--- config.mk ---
export PLATFORM = sky130hd
export DESIGN_NAME = ball_motion
export DESIGN_NICKNAME = d
export VERILOG_FILES = /design/src/rtl/ball_motion.sv
export SDC_FILE = /design/constraint.sdc
export NUM_CORES = 1
export LEC_CHECK = 0
export CAP_MARGIN = 20
export CORE_UTILIZATION = 54
export DETAILED_ROUTE_END_ITERATION = 10
export MAX_ROUTING_LAYER = met4
export PLACE_DENSITY = 0.73
export SYNTH_ARGS = -nofsm -noshare
export SYNTH_HDL_FRONTEND = slang
export SYNTH_SLANG_ARGS = --single-unit
--- constraint.sdc ---
create_clock -name clk_50mhz -period 4.99 [get_ports clk_50mhz]
set_clock_uncertainty 0.2 [all_clocks]
set_input_delay 0.998 -clock clk_50mhz [delete_from_list [all_inputs] [get_ports clk_50mhz]]
set_output_delay 0.998 -clock clk_50mhz [all_outputs]
set_load 0.01 [all_outputs]
--- src/rtl/ball_motion.sv ---
// Per-frame motion integrator for one metaball: on each falling edge of v_sync it
// advances a 10.2 fixed-point position by a signed velocity that accelerates toward a centre.
// Latency: edge sampled at clock k -> new ball_x/ball_y and frame_tick visible after clock k+3; no backpressure.
//
// Ports:
//   clk_50mhz   in   pixel clock (single clock domain)
//   reset       in   synchronous, active-high
//   v_sync      in   active-low vertical sync, already registered in this domain
//   pause       in   sampled at a detected frame edge; high skips that frame's update
//   ball_x/y    out  integer position (pos[11:2])
//   frame_tick  out  one-cycle pulse when a new position is published
//   frame_count out  committed updates, mod 256
module ball_motion #(
   parameter int START_X   = 224,
   parameter int START_Y   = 157,
   parameter int CENTER_X  = 336,
   parameter int CENTER_Y  = 236,
   parameter int VEL_LIMIT = 255
) (
   input  logic       clk_50mhz,
   input  logic       reset,
   input  logic       v_sync,
   input  logic       pause,
   output logic [9:0] ball_x,
   output logic [9:0] ball_y,
   output logic       frame_tick,
   output logic [7:0] frame_count
);

   localparam logic [11:0]        START_X4  = 12'(START_X * 4);
   localparam logic [11:0]        START_Y4  = 12'(START_Y * 4);
   localparam logic [11:0]        CENTER_X4 = 12'(CENTER_X * 4);
   localparam logic [11:0]        CENTER_Y4 = 12'(CENTER_Y * 4);
   localparam logic signed [10:0] VLIM      = 11'(VEL_LIMIT);

   typedef enum logic [1:0] {
      S_WAIT,
      S_STEP_X,
      S_STEP_Y,
      S_COMMIT
   } state_t;

   state_t      state_q, state_d;
   logic [11:0] pos_x_q, pos_x_d, pos_y_q, pos_y_d;
   logic [9:0]  vel_x_q, vel_x_d, vel_y_q, vel_y_d;
   logic [11:0] nx_pos_q, nx_pos_d, ny_pos_q, ny_pos_d;
   logic        vs_q;
   logic        armed_q;
   logic        tick_q, tick_d;
   logic [7:0]  count_q, count_d;

   logic        fall_det;
   logic [11:0] sum_x, sum_y;

   // armed_q stays low until v_sync has been seen high after reset, so a v_sync
   // that is already low at reset release cannot produce an update.
   assign fall_det = vs_q & armed_q & ~v_sync;

   // Position wraps mod 4096: plain 12-bit add of the sign-extended velocity.
   assign sum_x = pos_x_q + {{2{vel_x_q[9]}}, vel_x_q};
   assign sum_y = pos_y_q + {{2{vel_y_q[9]}}, vel_y_q};

   // Step velocity by +-1 toward the attractor, clamped to +-VEL_LIMIT.
   function automatic logic [9:0] sat_vel(input logic [9:0] v, input logic up);
      logic signed [10:0] s;
      s = $signed({v[9], v}) + (up ? 11'sd1 : -11'sd1);
      if (s > VLIM)
         s = VLIM;
      else if (s < -VLIM)
         s = -VLIM;
      return s[9:0];
   endfunction

   always_comb begin
      state_d  = state_q;
      pos_x_d  = pos_x_q;
      pos_y_d  = pos_y_q;
      vel_x_d  = vel_x_q;
      vel_y_d  = vel_y_q;
      nx_pos_d = nx_pos_q;
      ny_pos_d = ny_pos_q;
      tick_d   = 1'b0;
      count_d  = count_q;
      case (state_q)
         S_WAIT: begin
            if (fall_det && !pause)
               state_d = S_STEP_X;
         end
         S_STEP_X: begin
            nx_pos_d = sum_x;
            vel_x_d  = sat_vel(vel_x_q, sum_x < CENTER_X4);
            state_d  = S_STEP_Y;
         end
         S_STEP_Y: begin
            ny_pos_d = sum_y;
            vel_y_d  = sat_vel(vel_y_q, sum_y < CENTER_Y4);
            state_d  = S_COMMIT;
         end
         S_COMMIT: begin
            // Both axes land together so the renderer never sees a half update.
            pos_x_d = nx_pos_q;
            pos_y_d = ny_pos_q;
            tick_d  = 1'b1;
            count_d = count_q + 8'd1;
            state_d = S_WAIT;
         end
         default: state_d = S_WAIT;
      endcase
   end

   always_ff @(posedge clk_50mhz) begin
      if (reset) begin
         state_q  <= S_WAIT;
         pos_x_q  <= START_X4;
         pos_y_q  <= START_Y4;
         vel_x_q  <= '0;
         vel_y_q  <= '0;
         nx_pos_q <= '0;
         ny_pos_q <= '0;
         vs_q     <= 1'b1;
         armed_q  <= 1'b0;
         tick_q   <= 1'b0;
         count_q  <= '0;
      end else begin
         state_q  <= state_d;
         pos_x_q  <= pos_x_d;
         pos_y_q  <= pos_y_d;
         vel_x_q  <= vel_x_d;
         vel_y_q  <= vel_y_d;
         nx_pos_q <= nx_pos_d;
         ny_pos_q <= ny_pos_d;
         vs_q     <= v_sync;
         armed_q  <= armed_q | v_sync;
         tick_q   <= tick_d;
         count_q  <= count_d;
      end
   end

   assign ball_x      = pos_x_q[11:2];
   assign ball_y      = pos_y_q[11:2];
   assign frame_tick  = tick_q;
   assign frame_count = count_q;

endmodule
==> out/results.ini, run 1 <==
[status]
status = complete, no violations

[global_route]
grt_pass1_wl_microns = 17850
grt_use_met2_pct = 41.20
grt_pass1_vias = 3968
grt_use_total_pct = 23.17
use_met3_pct = 4.326
top_usage_layer = met2
grt_start_max_net_pins = 47
overflow = 0
use_met1_pct = 26.49
antenna_found_initial = 0

[hold_path]
min_path_cells = 1
hp-class = reg2reg

[clock_tree]
ctsHoldBuffers = 0
cts-root-buf = clkbuf_8
clkTransAtPathRegs_ns = 0.09
cts.htree.levels = 3
cts_buffers = 9
tritoncts = yes
cts_buffer_depth = 2
clk_latency_ns = 0.36
cts.sinks = 81

[critical_path]
worstSetupStartpointType = register
path_max_fanout = 7
endpoint_kind = register
crit_type = reg2reg
path_cells = ha_4 > a21o_1 > a21o_1 > a311o_1 > a21oi_2 > o211ai_1 > a21oi_1 > xnor2_1 > o211ai_1 > buf_4 > fa_2 > buf_6 > xnor2_4 > nand3b_1 > or3_1 > or4b_4 > a31oi_4 > buf_6 > o32ai_1
rr_worst_depth = 19
required_ns = 5.01
cp_slowest_stage_delay_ns = 0.56
crit_path_top_delay_cell = or4b_4
arrival_ns = 4.96

[power_and_ir_drop]
peakVddDrop_mv = 0.9208
fin_total_pwr_mw = 4.944
cellPowerDensity_nw_per_um2 = 778.3
power_leakage_nw = 2.553

[synthesis]
synthTopCellsByArea = dfxtp_1 32%, ha_1 12%, mux2i_1 6.9%
synth_ff_type = dfxtp_1
yosys.area.top_type_share_pct = 32.04
ys_async_sr_fraction_pct = 0
ys_top_cells_by_count = 81 x dfxtp_1, 79 x nor2_1, 50 x ha_1, 35 x mux2i_1, 26 x a21oi_1
postSynthCellCount = 560
yosys.cell_types.count = 56
synth.most_common_cell = dfxtp_1
synth_top_area_cell = dfxtp_1
ys_seq_area_share_pct = 32.04
synth_warnings = 0
yosys_register_bits = 81
syn_nets = 618
synth_area_per_cell_sq_um = 9.038
synth_area_sq_um = 5061
synth_edf_count = 0

[floorplanning]
die_y_microns = 98.81
dieArea_sq_um = 9763
core_area_sq_um = 8891
num_io_pins = 33
start_util_pct = 56.92
num_rows = 34
die_x_microns = 98.81

[detailed_routing]
drt_wl_total_microns = 11780
drc = 0
vias_per_cell = 5.865
wl_per_cell_microns = 16.24
num_vias = 4252
drtIter0Drc = 173
first_pass_iters = 4
ant_nets = 0

[job]
maxCapViolCount = 0

[timing]
maxSlewViolCount = 0
finalSetupViolations = 0
period_share_pct = 98.98
fmaxAchievable_mhz = 202.5
setup_ws_ns = 0.05077
slew_headroom_pct = 30.52
hold_viol = 0
period_needed_ns = 4.939
worst_pin_slew_ns = 1.042

[final_layout]
fill_cells = 651
area_delta_synth_final_pct = 25.51
fin_area_sq_um = 6352
drive_gt1_share_pct = 23.50
antenna_cells = 0
fin_nets = 670
fin_cells = 725

[place]
dp_worst_setup_slack_ns = -0.1552
hpwl_microns = 7805
dp_cells = 684
gp_congestion = 0.8607
portBuffers = 32
placed_cell_area_sq_um = 5490

==> worst paths after layout <==
check	start	slack, ns	end
max	pos_y_q[1]$_SDFFE_PP0P_	0.05	vel_y_q[4]$_SDFFE_PP0P_
min	nx_pos_q[8]$_SDFFE_PP0N_	0.27	pos_x_q[8]$_SDFFE_PP1P_
max reg2reg	pos_y_q[1]$_SDFFE_PP0P_	0.05	vel_y_q[4]$_SDFFE_PP0P_
min reg2reg	nx_pos_q[8]$_SDFFE_PP0N_	0.27	pos_x_q[8]$_SDFFE_PP1P_
==> cell type report <==
class,instances,area [sq um],share of cell area [%]
multi-input combinational,427,3597,56.63
sequential,81,1642,25.84
timing repair buffer,80,699.4,11.01
tap,108,135.1,2.127
clock buffer,9,123.9,1.950
clock inverter,7,106.4,1.674
inverter,13,48.80,0.7682
==> where the power goes <==
| group | switching, mW | leakage [nW] | internal (mW) |
|---|---|---|---|
| combinational | 1.82 | 1.77 | 1.70 |
| sequential | 0.103 | 0.663 | 0.755 |
| clock | 0.270 | 0.117 | 0.292 |
==> state kept, by name (all words and copies together), names as in the netlist <==
register / count
vel_x_q: 10
nx_pos_q: 12
ny_pos_q: 12
vs_q: 1
pos_y_q: 12
frame_tick: 1
armed_q: 1
state_q: 2
vel_y_q: 10
frame_count: 8
pos_x_q: 12
==> per-stage QoR <==
step	utilization (%)	hold slack, ns	setup TNS [ns]
2_1_floorplan	-	0.2339	0
3_3_place_gp	61.75	0.2418	-0.1403
3_5_place_dp	61.75	0.2514	-1.103
4_1_cts	65.16	0.2726	0
5_1_grt	71.45	0.3074	-1.683
6_report	71.45	0.2695	0
==> timing repair <==
action,4_1_cts,5_1_grt
setup endpoints to repair,10,18
resized for setup,12,64
buffers inserted,1,25
pin swaps,3,42
gates cloned,0,0
==> cell families (layout without fill, tap and decap cells) <==
kind of cell	count (synthesis)	count (layout)	synth area share, %
buffers and inverters	52	109	5.340
XOR/XNOR	36	36	6.230
adder cells (fa/ha/maj)	54	54	13.94
AO/OA/AOI/OAI	126	126	18.34
AND/OR/NAND/NOR	176	176	17.18
multiplexers	35	35	6.922
flip-flops	81	81	32.04
==> per-layer routing <==
layer  vias up  wire length, microns
met3        23                   287
met4         0                   220
li1       2105                     -
met1      2053                  5139
met2        71                  6130
met5         -                     0
==> cells in the final DEF, fill, tap and decap left out, types with 13 or more instances in the layout <==
cell	netlist	layout
nor2b_1	13	13
buf_4	20	44
dfxtp_1	81	71
nor2_1	79	79
clkdlybuf4s50_1	0	31
inv_1	13	13
ha_1	50	36
nand2_1	17	16
xnor2_1	23	17
a21oi_1	26	19
a211oi_1	17	14
mux2i_1	35	35
a21o_1	17	17
==> critical path, delay by kind of cell, from the launching register on <==
family	cells	cell delay [ns]
AOI/OAI and AO/OA	9	1.74
xor gates and xnor gates	2	0.35
adders and majority gates	2	0.63
buffers and inverters	3	0.47
DFF	1	0.37
and+or+nand+nor	3	1.04
Note: power is estimated with default switching activity, not from simulation.
==> run 2: changes to the inputs <==
CAP_MARGIN = 15   (was 20)
CORE_MARGIN = 10   (was unset)
==> run 2 against run 1 <==
Against the previous run: final area is 1.0% lower; register-to-register slack improved by 0.06 ns; routed wire length shrank 2.1%; combinational power grew 1%; non-clock buffer count fell by 5; utilization down 3.1 points; fmax up 1.2%; critical endpoint is now vel_y_q[1]$_SDFFE_PP0P_; largest cell class unchanged; largest power group unchanged.
==> out/results.ini, run 2 (same netlist as run 1, synthesis figures left out) <==
[detailed_routing]
ant_nets = 0
first_pass_iters = 4
vias_per_cell = 5.770
drc = 0
num_vias = 4172
drtIter0Drc = 153
drt_wl_total_microns = 11520
wl_per_cell_microns = 15.94

[global_route]
grt_use_total_pct = 16.70
grt_pass1_vias = 4053
antenna_found_initial = 0
grt_start_max_net_pins = 59
overflow = 0
grt_pass1_wl_microns = 18440

[clock_tree]
cts-root-buf = clkbuf_8
ctsHoldBuffers = 0
clk_latency_ns = 0.37
clkTransAtPathRegs_ns = 0.08
cts.sinks = 81
tritoncts = yes
cts_buffer_depth = 2
cts_buffers = 9
cts.htree.levels = 3

[critical_path]
required_ns = 5.05
path_max_fanout = 7
endpoint_kind = register
r2r_start = pos_y_q[1]$_SDFFE_PP0P_
worstSetupStartpointType = register
crit_path_start = pos_y_q[1]$_SDFFE_PP0P_
arrival_ns = 4.94
crit_type = reg2reg

[floorplanning]
die_x_microns = 116.8
num_io_pins = 33
die_y_microns = 116.8
dieArea_sq_um = 13640
core_area_sq_um = 9196
num_rows = 35
start_util_pct = 55.03

[timing]
fin_hold_ws_ns = 0.2778
fmaxAchievable_mhz = 204.9
setup_ws_ns = 0.1099
maxSlewViolCount = 0
finalSetupViolations = 0
period_share_pct = 97.80
hold_viol = 0
period_needed_ns = 4.880
slew_headroom_pct = 30.10
worst_pin_slew_ns = 1.048

[final_layout]
drive_gt1_share_pct = 23.37
final_common_cell = nor2_1
fin_cells = 723
fin_nets = 665
area_delta_synth_final_pct = 24.23
final_cell_mix = 77 x nor2_1, 75 x dfxtp_1, 39 x buf_4
antenna_cells = 0
fill_cells = 712
fin_area_sq_um = 6287

[hold_path]
min-delay-start = ny_pos_q[4]$_SDFFE_PP0P_
hp-class = reg2reg

[place]
dp_cells = 691
placed_cell_area_sq_um = 5524
hpwl_microns = 7911
portBuffers = 32
dp_worst_setup_slack_ns = -0.2704
gp_congestion = 0.8600

[status]
status = complete, no violations

[power_and_ir_drop]
power_leakage_nw = 2.473
peakVddDrop_mv = 0.9152
cellPowerDensity_nw_per_um2 = 777.1

[job]
maxCapViolCount = 0

-- run 2: changes by cell type in the layout (fill, tap and decap cells not counted), moves of 2 or more --
cell	previous run	this run
buf_4	44	39
dfxtp_1	71	75
ha_1	36	32
clkinvlp_4	0	3
dfxtp_2	7	4
ha_2	2	5
bufinv_16	2	0
nor2_1	79	77
nor2_2	0	2
xor2_2	2	0
-- run 2: what timing repair did --
item	in CTS	in global routing
cloned	0	0
hold endpoints to repair	0	0
gates resized for setup	7	74
setup buffers	6	10
pin swaps	2	40
setup endpoints to repair	9	20
-- run 2: final timing paths --
check | to | slack, ns | depth (start not counted)
worst max-delay path | vel_y_q[1]$_SDFFE_PP0P_ | 0.11 | 20
worst min-delay path | pos_y_q[4]$_SDFFE_PP1P_ | 0.28 | 1
worst max register to register | vel_y_q[1]$_SDFFE_PP0P_ | 0.11 | 20
worst min register to register | pos_y_q[4]$_SDFFE_PP1P_ | 0.28 | 1
-- run 2: worst max-delay path, cell delays in order, from the launching register on --
cell and delay, ns:
dfxtp_4 0.36, ha_4 0.23, a21o_1 0.17, a21o_1 0.17, a311o_1 0.41, a21oi_2 0.19
o211ai_1 0.12, xor2_1 0.24, nand3_1 0.13, o211ai_1 0.23, buf_6 0.21, buf_6 0.16
ha_2 0.27, a21o_1 0.19, a31oi_1 0.21, xnor2_1 0.22, nor4bb_1 0.38, o31a_1 0.27
buf_4 0.16, nor2_1 0.04, o32ai_1 0.21
-- run 2: area by class of cell --
class | instances | area [sq um] | area share [%]
Clock inverter | 7 | 60.06 | 0.9552
Sequential cell | 81 | 1634 | 25.99
Timing Repair Buffer | 75 | 653.1 | 10.39
Tap cell | 111 | 138.9 | 2.209
Inverter | 13 | 48.80 | 0.7761
Multi-Input combinational cell | 427 | 3628 | 57.71
Clock buffer | 9 | 123.9 | 1.970
-- run 2: power by group --
part / internal [mW] / total [mW] / switching [mW]
combinational: 1.73 / 3.57 / 1.84
clock: 0.189 / 0.457 / 0.268
sequential: 0.754 / 0.859 / 0.105
-- run 2: through the flow --
step                      power, mW  utilization [%]  TNS, ns
after floorplan               2.818                -        0
after global placement        3.459            60.07        0
after detailed placement      3.547            60.07   -1.952
after CTS                     4.153            62.83        0
after global routing          5.305            68.37  -0.4817
final                         4.886            68.37        0
-- run 2: routing by layer --
metal | GRT usage (%) | vias up | wire length [microns]
li1 | - | 2092 | -
met1 | 19.81 | 2006 | 5160
met2 | 28.16 | 56 | 5932
met3 | 2.039 | 18 | 237
met4 | 6.837 | 0 | 193
met5 | - | - | 0
